<file path="src/rtl/clk_div_prog_pkg.sv">
// Shared helpers for the programmable clock divider: ratio clamping and high-time math.
package clk_div_pkg;

  localparam logic [31:0] MIN_DIV = 32'd2;

  function automatic logic [31:0] clamp_div(input logic [31:0] value);
    return (value < MIN_DIV) ? MIN_DIV : value;
  endfunction

  // ceil(N/2): odd ratios spend the extra cycle high
  function automatic logic [31:0] high_time(input logic [31:0] n);
    return (n + 32'd1) >> 1;
  endfunction

endpackage

</file>
<file path="src/rtl/clk_div_prog.sv">
// Runtime-programmable integer clock divider: square wave on out, period-start strobe on tick.
// New ratios are staged in a shadow register and only take effect at a period boundary.
module clk_div_prog
  import clk_div_pkg::*;
#(
  parameter int CNT_W       = 8,
  parameter int DEFAULT_DIV = 4
) (
  input  logic             clk,
  input  logic             rst,
  input  logic             en,
  input  logic [CNT_W-1:0] div_val,
  input  logic             div_load,
  output logic             out,
  output logic             tick,
  output logic [CNT_W-1:0] div_act,
  output logic             pending
);

  logic [CNT_W-1:0] cnt_q, act_q, shadow_q;
  logic             out_q, tick_q, pend_q;

  logic [CNT_W-1:0] cnt_d, act_d, load_n, new_n;
  logic             wrap, apply, out_d;

  assign load_n = CNT_W'(clamp_div(32'(div_val)));

  always_comb begin
    wrap  = (cnt_q == act_q - CNT_W'(1));
    cnt_d = wrap ? '0 : cnt_q + CNT_W'(1);
    // a load arriving on the wrap edge bypasses the shadow and applies at once
    new_n = div_load ? load_n : shadow_q;
    apply = en && wrap && (pend_q || div_load);
    act_d = apply ? new_n : act_q;
    // duty is judged against the ratio governing the period cnt_d belongs to
    out_d = (32'(cnt_d) < high_time(32'(act_d)));
  end

  always_ff @(posedge clk or posedge rst) begin
    if (rst) begin
      cnt_q    <= CNT_W'(DEFAULT_DIV - 1);
      act_q    <= CNT_W'(DEFAULT_DIV);
      shadow_q <= CNT_W'(DEFAULT_DIV);
      out_q    <= 1'b0;
      tick_q   <= 1'b0;
      pend_q   <= 1'b0;
    end else begin
      if (div_load) shadow_q <= load_n;
      if (apply)         pend_q <= 1'b0;
      else if (div_load) pend_q <= 1'b1;
      if (en) begin
        cnt_q  <= cnt_d;
        act_q  <= act_d;
        out_q  <= out_d;
        tick_q <= wrap;
      end else begin
        tick_q <= 1'b0;
      end
    end
  end

  assign out     = out_q;
  assign tick    = tick_q;
  assign div_act = act_q;
  assign pending = pend_q;

endmodule

</file>
<file path="config.mk">
export PLATFORM = sky130hd
export DESIGN_NAME = clk_div_prog
export DESIGN_NICKNAME = d
export VERILOG_FILES = /design/src/rtl/clk_div_prog_pkg.sv /design/src/rtl/clk_div_prog.sv
export SDC_FILE = /design/constraint.sdc
export NUM_CORES = 1
export LEC_CHECK = 0
export BUFFER_PORTS_ARGS = -buffer_cell sky130_fd_sc_hd__buf_2
export CAP_MARGIN = 20
export CORE_MARGIN = 1.5
export CORE_UTILIZATION = 61
export CTS_BUF_LIST = sky130_fd_sc_hd__clkbuf_2 sky130_fd_sc_hd__clkbuf_4 sky130_fd_sc_hd__clkbuf_8
export DETAILED_ROUTE_END_ITERATION = 12
export HOLD_SLACK_MARGIN = 0.15
export PLACE_DENSITY = 0.83
export SETUP_SLACK_MARGIN = 0.5
export SLEW_MARGIN = 10
export SYNTH_ARGS = -nofsm -noshare
export SYNTH_HDL_FRONTEND = slang
export SYNTH_SLANG_ARGS = --single-unit
</file>
<file path="constraint.sdc">
create_clock -name clk -period 6.9 [get_ports clk]
set_input_delay 1.38 -clock clk [delete_from_list [all_inputs] [get_ports clk]]
set_output_delay 1.38 -clock clk [all_outputs]
set_load 0.005 [all_outputs]
</file>
==> metrics.md <==
| Metric | Value |
|---|---|
| Achievable Freq | 245 MHz |
| P&R area growth vs syn | 9.25% |
| Diodes inserted | 0 |
| Syn nets | 192 |
| Register area | 681 µm² |
| Total track usage | 0.253 |
| Setup WS pre-CTS | 2530 ps |
| Setup repair bufs after CTS | 0 |
| Root buffer cell | clkbuf_4 |
| DRC Markers | 0 |
| Fillers | 194 |
| DR vias | 1367 |
| WL final | 3.88 mm |
| 1st-iter DRT viols | 58 |
| Critical path class | primary input to register |
| Synth Warn # | 0 |
| Required @ worst endpoint | 7210 ps |
| Mapped Avg Cell Area | 10.5 µm² |
| Final Max Slew Viols | 0 |
| Final #Nets | 213 |
| Seq/Total Area, Yosys | 0.381 |
| Worst Skew | 11.9 ps |
| CP endpoint kind | register |
| Static leakage | 0.925 nW |
| Critical path cell sequence | buf_2, or4_1, o41ai_1, o22ai_1, mux2_2, ha_1, nand3_1, xor2_1, ha_1, a21oi_1, nor2b_1, o21ai_0, nand3b_1, nand2_1, o21ai_0, nand2_1 |
| Final hold slack | 529 ps |
| Synthesized area | 1790 µm² |
| Fin util | 0.707 |
| Syn Inst Count | 170 |
| Power density over cell area | 265 nW/µm² |
| Setup WS post-layout | 2830 ps |
| CP max FO | 4 |
| Most frequent cell after synthesis | dfrtp_1 |
| Input/output buffers | 22 |
| Io pins | 23 |
| Min cycle time layout | 4070 ps |
| Vias in the first global route | 1398 |
| Rel. slew slack | 0.657 |
| Startpoint Class | primary input |
| First-pass GRT wire length | 6.42 mm |
| Synth top area share | 0.322 |
| Sw Ratio | 0.379 |
| Post-synth EDFFs | 0 |
| Antenna violations before repair | 0 |
| Largest cells by area after synthesis | dfrtp_1 (32%), mux2_2 (11%), ha_1 (7.0%) |
| Outcome | complete, no violations |
| Worst-path clk slew | 170 ps |
| DR vias/cell | 6.19 |
| Yosys top cell by area | dfrtp_1 |
| Die area | 3260 µm² |
| DRT antenna net count | 0 |
| Int Pwr | 0.322 mW |
| CTS sink count | 27 |
| Total CTS buffers | 3 |
| Slowest stage delay, CP | 500 ps |
| Data arrival time of the critical path | 4380 ps |
| Final instance area | 1950 µm² |
| Clock power frac | 0.154 |
| Synth top cells by count | dfrtp_1 (23), mux2_2 (18), nor2_1 (15), nand3_1 (11), xor2_1 (11) |
| Core area | 2760 µm² |
| Rows | 19 |
| Gate power share | 0.407 |
| Synth unique cells | 42 |
| CTS tree | done |
| Clk_lat worst skew | 360 ps |
| Net switching power | 0.196 mW |
| Hpwl dp | 2.87 mm |
| Clock tree buffer depth | 2 |
| Instance area at placement | 1890 µm² |
| Hold/Removal Path Class | register to register |
| Die Ht | 57.1 µm |
| VDD IR max | 0.249 mV |
| Drt first pass iters | 4 |
| Largest net degree at the start of global routing | 28 |
| Asr flop ratio synth | 1.00 |
| Hold Vio Cnt, Final | 0 |
| Yosys reg bits | 27 |
| Total congestion overflow | 0 |
| Post-CTS Resized | 0 |
| Die X | 57.1 µm |
| Setup_tns | 0 ps |
| Layout cells sized above 1 | 0.284 |
| RSZ-0062 raised after global routing | no |
| Total power | 0.518 mW |
| Reg power frac | 0.440 |
| Post-route clock period utilization | 0.591 |
| Worst-Margin Slew | 514 ps |
| Final Non-Filler Cells | 221 |
| MaxCap Viol Count | 0 |
| Slowest cell on crit path | or4_1 |
| H-Tree Depth | 1 |
| Hold_buf cts | 0 |
| Drt wl/cell | 17.6 µm |
| GP Congestion | 0.910 |
| Area used by multi-input combinational logic | 1040 µm² |
| Count of final setup violators | 0 |
| Placed insts | 216 |
| Initial Utilization | 0.647 |
| Top FF cell, synth | dfrtp_1 |
==> worst paths after layout <==
kind	startpoint	to	slack (ps)	cells after the start
worst max-delay path	div_val[5]	out	2830	16
worst min-delay path	shadow_q[7]	shadow_q[7]	530	1
worst max register to register	div_act[3]	out	2850	16
worst min register to register	shadow_q[7]	shadow_q[7]	530	1
max in group asynchronous	rst	cnt_q[1]	5480	3
min in group asynchronous	rst	shadow_q[7]	920	2
==> flip-flops by register name, indices dropped and copies added, names as in the netlist <==
name and count:
cnt_q 8, tick 1, out 1, div_act 8
shadow_q 8, pending 1
==> critical path: cells and delay by family <==
family	cells	cell delay (ps)
compound gates	5	980
simple gates	6	920
fa+ha+maj	2	520
mux	1	310
xor+xnor	1	160
buf+inv	1	100
==> cell usage in the layout (no fill, tap or decap), types with 2 or more instances in the layout <==
master	synthesis	layout
nor2_1	15	15
o21ai_1	2	2
nor3_1	3	3
and2_1	2	2
nand2_1	7	7
inv_1	7	7
a21oi_1	4	4
and3_1	5	5
xor2_1	11	11
or3_1	2	2
mux2i_1	2	2
mux2_2	18	18
o21ai_0	2	2
o211ai_1	2	2
mux2_1	4	4
dfstp_2	4	4
dfrtp_1	23	23
buf_2	1	22
ha_1	10	10
clkbuf_4	0	3
nand3_1	11	11
nor2b_1	3	3
xnor2_1	8	8
==> power groups by stage <==
stage                     registers, mW  clock network, mW  logic, mW
final                             0.228             0.0795      0.210
after global routing              0.231             0.0832      0.241
after CTS                         0.226             0.0776      0.204
after detailed placement          0.230                  0      0.203
after global placement            0.228                  0      0.190
after floorplan                   0.219                  0      0.162
==> layout make-up <==
class                   instances  area share
repair buffers                 23      0.0706
multi-input cells             129       0.531
flip-flops and latches         27       0.349
well taps                      31      0.0199
clock inverters                 1     0.00449
inverters                       7      0.0135
clock buffers                   3      0.0115
==> logic make-up (layout without fill, tap and decap cells) <==
family | after synthesis | count (layout) | synth area share
XOR/XNOR | 20 | 20 | 0.106
multiplexers | 25 | 25 | 0.158
AND/OR/NAND/NOR | 55 | 55 | 0.162
flip-flops | 27 | 27 | 0.381
buffers and inverters | 14 | 34 | 0.0385
AO/OA/AOI/OAI | 19 | 19 | 0.0841
adder cells (fa/ha/maj) | 10 | 10 | 0.0701
==> routing by layer <==
layer,GRT usage,up-vias,part of all wire
met1,0.341,665,0.44
met2,0.399,41,0.48
met4,0.123,0,0.029
met5,0,-,0
met3,0.0408,12,0.042
li1,-,649,-
(Power assumes the default switching activity.)
